--- config.mk ---
export PLATFORM = sky130hd
export DESIGN_NAME = manch_frame_enc
export DESIGN_NICKNAME = d
export VERILOG_FILES = /design/src/rtl/manch_frame_enc.sv
export SDC_FILE = /design/constraint.sdc
export NUM_CORES = 1
export LEC_CHECK = 0
export CORE_ASPECT_RATIO = 1.1
export CORE_MARGIN = 8
export CORE_UTILIZATION = 45
export DETAILED_ROUTE_END_ITERATION = 10
export GPL_TIMING_DRIVEN = 0
export MAX_ROUTING_LAYER = met4
export PLACE_DENSITY = 0.75
export SYNTH_ARGS = -nofsm -noshare
export SYNTH_HDL_FRONTEND = slang
export SYNTH_SLANG_ARGS = --single-unit
--- constraint.sdc ---
create_clock -name clk -period 5.25 [get_ports clk]
set_input_delay 0.525 -clock clk [delete_from_list [all_inputs] [get_ports clk]]
set_output_delay 0.525 -clock clk [all_outputs]
set_load 0.01 [all_outputs]
--- src/rtl/manch_frame_enc.sv ---
// Manchester frame encoder: accepts a word over valid/ready and serialises it
// at a programmable bit rate as preamble, data bits and an idle guard gap.
module manch_frame_enc #(
  parameter int DATA_W   = 8,
  parameter int HALF_BIT = 4,
  parameter int PRE_LEN  = 4,
  parameter logic [((PRE_LEN > 0) ? PRE_LEN : 1)-1:0] PRE_PAT = 4'b1111,
  parameter int GAP_BITS = 1,
  parameter bit MSB_FIRST = 1'b1,
  parameter bit IDLE_LVL  = 1'b0
) (
  input  logic              clk,
  input  logic              rst,
  input  logic              in_valid,
  output logic              in_ready,
  input  logic [DATA_W-1:0] in_data,
  input  logic              in_mode,
  input  logic              in_abort,
  output logic              out_data,
  output logic              out_enable,
  output logic              busy,
  output logic              done
);

  localparam int unsigned PW   = (PRE_LEN > 0) ? PRE_LEN : 1;
  localparam int unsigned HCW  = (HALF_BIT > 1) ? $clog2(HALF_BIT) : 1;
  localparam int unsigned MAXB = (PRE_LEN > DATA_W)
                                 ? ((PRE_LEN > GAP_BITS) ? PRE_LEN : GAP_BITS)
                                 : ((DATA_W > GAP_BITS) ? DATA_W : GAP_BITS);
  localparam int unsigned BCW  = $clog2(MAXB + 1);

  localparam logic [HCW-1:0] HALF_LAST = HCW'(HALF_BIT - 1);
  localparam logic [BCW-1:0] PRE_LAST  = BCW'((PRE_LEN > 0) ? PRE_LEN - 1 : 0);
  localparam logic [BCW-1:0] DATA_LAST = BCW'(DATA_W - 1);
  localparam logic [BCW-1:0] GAP_LAST  = BCW'((GAP_BITS > 0) ? GAP_BITS - 1 : 0);

  localparam logic [1:0] S_IDLE = 2'd0;
  localparam logic [1:0] S_PRE  = 2'd1;
  localparam logic [1:0] S_DATA = 2'd2;
  localparam logic [1:0] S_GAP  = 2'd3;

  logic [1:0]        state, state_n;
  logic [HCW-1:0]    half_cnt, half_n;
  logic              phase, phase_n;
  logic [BCW-1:0]    bit_cnt, bit_n;
  logic [DATA_W-1:0] data_sr, data_sr_n;
  logic [PW-1:0]     pre_sr, pre_sr_n;
  logic              mode_q, mode_n;
  logic              out_n, oen_n, done_n, ready_n;
  logic              accept, half_end, last_bit, cur_bit, first_lvl;

  // Next-state, counter and line-level decode
  always_comb begin
    state_n   = state;
    half_n    = half_cnt;
    phase_n   = phase;
    bit_n     = bit_cnt;
    data_sr_n = data_sr;
    pre_sr_n  = pre_sr;
    mode_n    = mode_q;
    out_n     = IDLE_LVL;
    oen_n     = 1'b0;
    done_n    = 1'b0;
    ready_n   = 1'b0;
    accept    = in_valid & in_ready;
    half_end  = (half_cnt == HALF_LAST);
    cur_bit   = (state == S_PRE) ? pre_sr[PW-1]
                                 : (MSB_FIRST ? data_sr[DATA_W-1] : data_sr[0]);
    // IEEE sends ~bit first, Thomas sends bit first
    first_lvl = ~(cur_bit ^ mode_q);
    case (state)
      S_PRE:   last_bit = (bit_cnt == PRE_LAST);
      S_DATA:  last_bit = (bit_cnt == DATA_LAST);
      S_GAP:   last_bit = (bit_cnt == GAP_LAST);
      default: last_bit = 1'b0;
    endcase

    if (state == S_IDLE) begin
      ready_n = ~accept;
      if (accept) begin
        data_sr_n = in_data;
        pre_sr_n  = PRE_PAT;
        mode_n    = in_mode;
        half_n    = '0;
        phase_n   = 1'b0;
        bit_n     = '0;
        state_n   = (PRE_LEN > 0) ? S_PRE : S_DATA;
      end
    end else if (in_abort) begin
      state_n = S_IDLE;
      half_n  = '0;
      phase_n = 1'b0;
      bit_n   = '0;
      ready_n = 1'b1;
    end else begin
      if (state != S_GAP) begin
        out_n = phase ? ~first_lvl : first_lvl;
        oen_n = 1'b1;
      end
      if (half_end) begin
        half_n  = '0;
        phase_n = ~phase;
      end else begin
        half_n = half_cnt + HCW'(1);
      end
      // End of a full bit period: advance shifter and bit counter
      if (half_end && phase) begin
        if (state == S_PRE) begin
          pre_sr_n = pre_sr << 1;
        end else if (state == S_DATA) begin
          data_sr_n = MSB_FIRST ? (data_sr << 1) : (data_sr >> 1);
        end
        if (last_bit) begin
          bit_n = '0;
          case (state)
            S_PRE:   state_n = S_DATA;
            S_DATA:  state_n = (GAP_BITS > 0) ? S_GAP : S_IDLE;
            default: state_n = S_IDLE;
          endcase
          done_n = (state_n == S_IDLE);
        end else begin
          bit_n = bit_cnt + BCW'(1);
        end
      end
    end
  end

  // State and registered outputs
  always_ff @(posedge clk) begin
    if (rst) begin
      state      <= S_IDLE;
      half_cnt   <= '0;
      phase      <= 1'b0;
      bit_cnt    <= '0;
      data_sr    <= '0;
      pre_sr     <= '0;
      mode_q     <= 1'b0;
      out_data   <= IDLE_LVL;
      out_enable <= 1'b0;
      in_ready   <= 1'b1;
      busy       <= 1'b0;
      done       <= 1'b0;
    end else begin
      state      <= state_n;
      half_cnt   <= half_n;
      phase      <= phase_n;
      bit_cnt    <= bit_n;
      data_sr    <= data_sr_n;
      pre_sr     <= pre_sr_n;
      mode_q     <= mode_n;
      out_data   <= out_n;
      out_enable <= oen_n;
      in_ready   <= ready_n;
      busy       <= ~ready_n;
      done       <= done_n;
    end
  end

endmodule

==> flow_summary_export.csv <==
group,metric,value,unit
run_status,status,"finished clean",
cells_and_area,fin_nets,178,
cells_and_area,most-common-layout-cells,"dfxtp_1, nor2_1, clkdlybuf4s50_1",
drt,wl,2.76,mm
setup_path,r2r_start,"state[0]",
timing,worst_slew_pin_slew,0.533,ns
global_routing,grt_pass1_wl,4.67,mm
logic_synthesis,avgSynthCellArea,9.58,um^2
global_routing,grt_overflow,0,
drt,via_per_inst,5.54,
cells_and_area,drive_gt1_share,11.5,%
clock_tree,cts_tree,"done",
clock_tree,cts_made_buffers,3,
placed_design,io_buffers,16,
worst_hold_path,hold_class,"reg -> reg",
timing,fmax,518,MHz
timing,fin_setup_tns,0,ns
clock_tree,cts.sinks,27,
clock_tree,clkTransAtPathRegs,0.15,ns
timing,setup_viol,0,
setup_path,path_cells,"inv_1, ha_1, a21boi_2, a211oi_4, buf_6, nor2_1, a211oi_2",
global_routing,grt_pass1_vias,1087,
drt,remaining_drc_errors,0,
worst_hold_path,worst_hold_startpoint,"data_sr[2]",
setup_path,end_kind,"flop",
setup_path,r2r-end,"data_sr[3]",
clock_tree,clock_latency,0.33,ns
setup_path,critical_path_arrival,2.18,ns
timing,fin_crit,1.93,ns
floorplan,rows,20,
setup_path,required,5.50,ns
logic_synthesis,synth_area_leaders,"dfxtp_1, mux2i_1, ha_1",
setup_path,critPathTopFamily,"compound AO/OA/AOI/OAI gates",
timing,finalClockSkew,0.0140,ns
floorplan,die_h,72.6,um
worst_hold_path,hold-path-endpoint,"data_sr[2]",
logic_synthesis,ys_seq_elements,27,
timing,min_period_over_period,36.7,%
global_routing,grt_max_degree,16,
setup_path,crit_type,"reg -> reg",
drt,drt_iter0_markers,57,
clock_tree,root_buffer,"clkbuf_4",
logic_synthesis,synth_top_cell_area_share,41.2,%
drt,vias,1052,
cells_and_area,instances_no_fill,190,
timing,finalHoldViolCount,0,
global_routing,antenna_found_initial,0,
floorplan,dieWidth,67.5,um
drt,routedWlPerCell,14.5,um
setup_path,cp_num_buf_inv,2,
placed_design,place.gp.congestion,0.864,
clock_tree,cts.path.max_buffers,2,
power_and_ir_drop,ir_worst_vdd,0.000159,V
logic_synthesis,synth_area,1310,um^2
cells_and_area,nFillCells,266,
placed_design,dp.cells,186,
setup_path,slowest_delay,0.42,ns
logic_synthesis,synth_ff_type,"dfxtp_1",
logic_synthesis,synthArstFlopShare,0,%
worst_hold_path,hold_depth,2,
floorplan,initial_utilization,47.3,%
clock_tree,post-cts-setup-buffers,0,
cells_and_area,design_area,1540,um^2
logic_synthesis,synth_edf_count,0,
drt,drt-pass1-iter-count,4,
placed_design,place_area,1510,um^2
logic_synthesis,syn-num-nets,157,
setup_path,reg2regPathDepth,7,
timing,rsz0062_at_grt,"no",
setup_path,regToRegSetupSlack,3.32,ns
cells_and_area,areaGrowthSynthToFinish,17.4,%
clock_tree,cts.htree.levels,1,
setup_path,cp_slowest_cell,"dfxtp_1",
floorplan,design.die.area,4900,um^2
clock_tree,post_cts_resized,0,
power_and_ir_drop,p_per_area,304,nW/um^2
logic_synthesis,yosysWarnings,0,
floorplan,core_area,2780,um^2
logic_synthesis,synth.distinct_cells,37,
global_routing,gr-usage-all-layers,12.3,%
logic_synthesis,syn_inst,137,
logic_synthesis,seq_area_frac_synth,41.2,%
setup_path,cp_max_fo,10,
floorplan,boundaryPins,18,
placed_design,place_ws,2.99,ns
placed_design,dp_hpwl,2.14,mm
cells_and_area,antenna_cells,0,
timing,slew_headroom,64.5,%
cells_and_area,final_common_cell,"dfxtp_1",
drt,ant_nets,0,
power_and_ir_drop,cellLeakagePower,0.621,nW
timing,worst_slack,3.32,ns
clock_tree,holdBufCountCts,0,
timing,slew_viol_final,0,
logic_synthesis,yosys.area.top_type,"dfxtp_1",
setup_path,critPathLaunchType,"flop",
job,drv_cap,0,
==> per-stage QoR <==
| step | power [mW] | utilization [%] | hold slack [ns] |
|---|---|---|---|
| 2_1_floorplan | 0.345 | - | 0.449 |
| 3_3_place_gp | 0.376 | 54.5 | 0.463 |
| 3_5_place_dp | 0.385 | 54.5 | 0.493 |
| 4_1_cts | 0.474 | 55.5 | 0.512 |
| 5_1_grt | 0.497 | 55.5 | 0.537 |
| 6_report | 0.468 | 55.5 | 0.511 |
==> worst register-to-register path, cell delays in order (launching register included) <==
cell	delay, ns
dfxtp_1	0.42
inv_1	0.09
ha_1	0.26
a21boi_2	0.24
a211oi_4	0.42
buf_6	0.21
nor2_1	0.06
a211oi_2	0.17
==> synthesized netlist by cell type, drive strengths merged (3+ instances only) <==
master and number:
ha 7, clkbuf 3, a211oi 13, nand4 3, inv 7, buf 4, mux2i 10, nand3 3
nor2 22, nor3 7, a21oi 5, xnor2 5, dfxtp 27
==> registers in the layout, indices dropped and copies added, names as in the netlist <==
signal and flops:
busy 1, pre_sr 4, out_data 1, mode_q 1, state 2, data_sr 8, out_enable 1, phase 1
bit_cnt 4, in_ready 1, half_cnt 2, done 1
==> where the power goes <==
| group | leakage [nW] | switching, mW | internal [mW] |
|---|---|---|---|
| clock network | 0.0177 | 0.0607 | 0.0286 |
| registers | 0.222 | 0.0144 | 0.228 |
| logic | 0.382 | 0.0718 | 0.0642 |
| total | 0.621 | 0.147 | 0.321 |
==> worst max path at each step <==
| stage | cells after the start | from | to | slack, ns |
|---|---|---|---|---|
| 2_1_floorplan | 7 | state[0] | data_sr[3] | 3.59 |
| 3_3_place_gp | 5 | in_abort | state[0] | 3.05 |
| 3_5_place_dp | 6 | in_abort | data_sr[7] | 2.99 |
| 4_1_cts | 7 | state[0] | data_sr[7] | 3.33 |
| 5_1_grt | 6 | state[0] | pre_sr[0] | 3.22 |
| 6_report | 7 | state[0] | data_sr[3] | 3.32 |
==> per-layer routing <==
metal | share of wire [%] | global-route usage (%) | routed length, um
met3 | 4.5 | 2.76 | 124
met1 | 42 | 13.1 | 1150
met5 | 0 | - | 0
met4 | 1.1 | 3.49 | 30
met2 | 53 | 21.9 | 1450
==> cell families (layout without fill, tap and decap cells) <==
group | after synthesis | count (layout) | synth area share (%)
compound gates | 25 | 25 | 16.9
xor+xnor | 5 | 5 | 3.34
fa+ha+maj | 7 | 7 | 6.67
buf+inv | 14 | 34 | 4.96
flops | 27 | 27 | 41.2
mux | 10 | 10 | 7.63
simple gates | 49 | 49 | 19.4
==> layout make-up <==
class                           instances  area, um^2  area share (%)
Multi-Input combinational cell         96         707            45.9
Sequential cell                        27         541            35.1
Clock inverter                          1        5.00           0.325
Clock buffer                            3        22.5            1.46
Timing Repair Buffer                   16         160            10.4
Inverter                                7        26.3            1.70
Tap cell                               33        41.3            2.68
Buffer                                  7        38.8            2.52
Power figures use the tool's default switching activity.
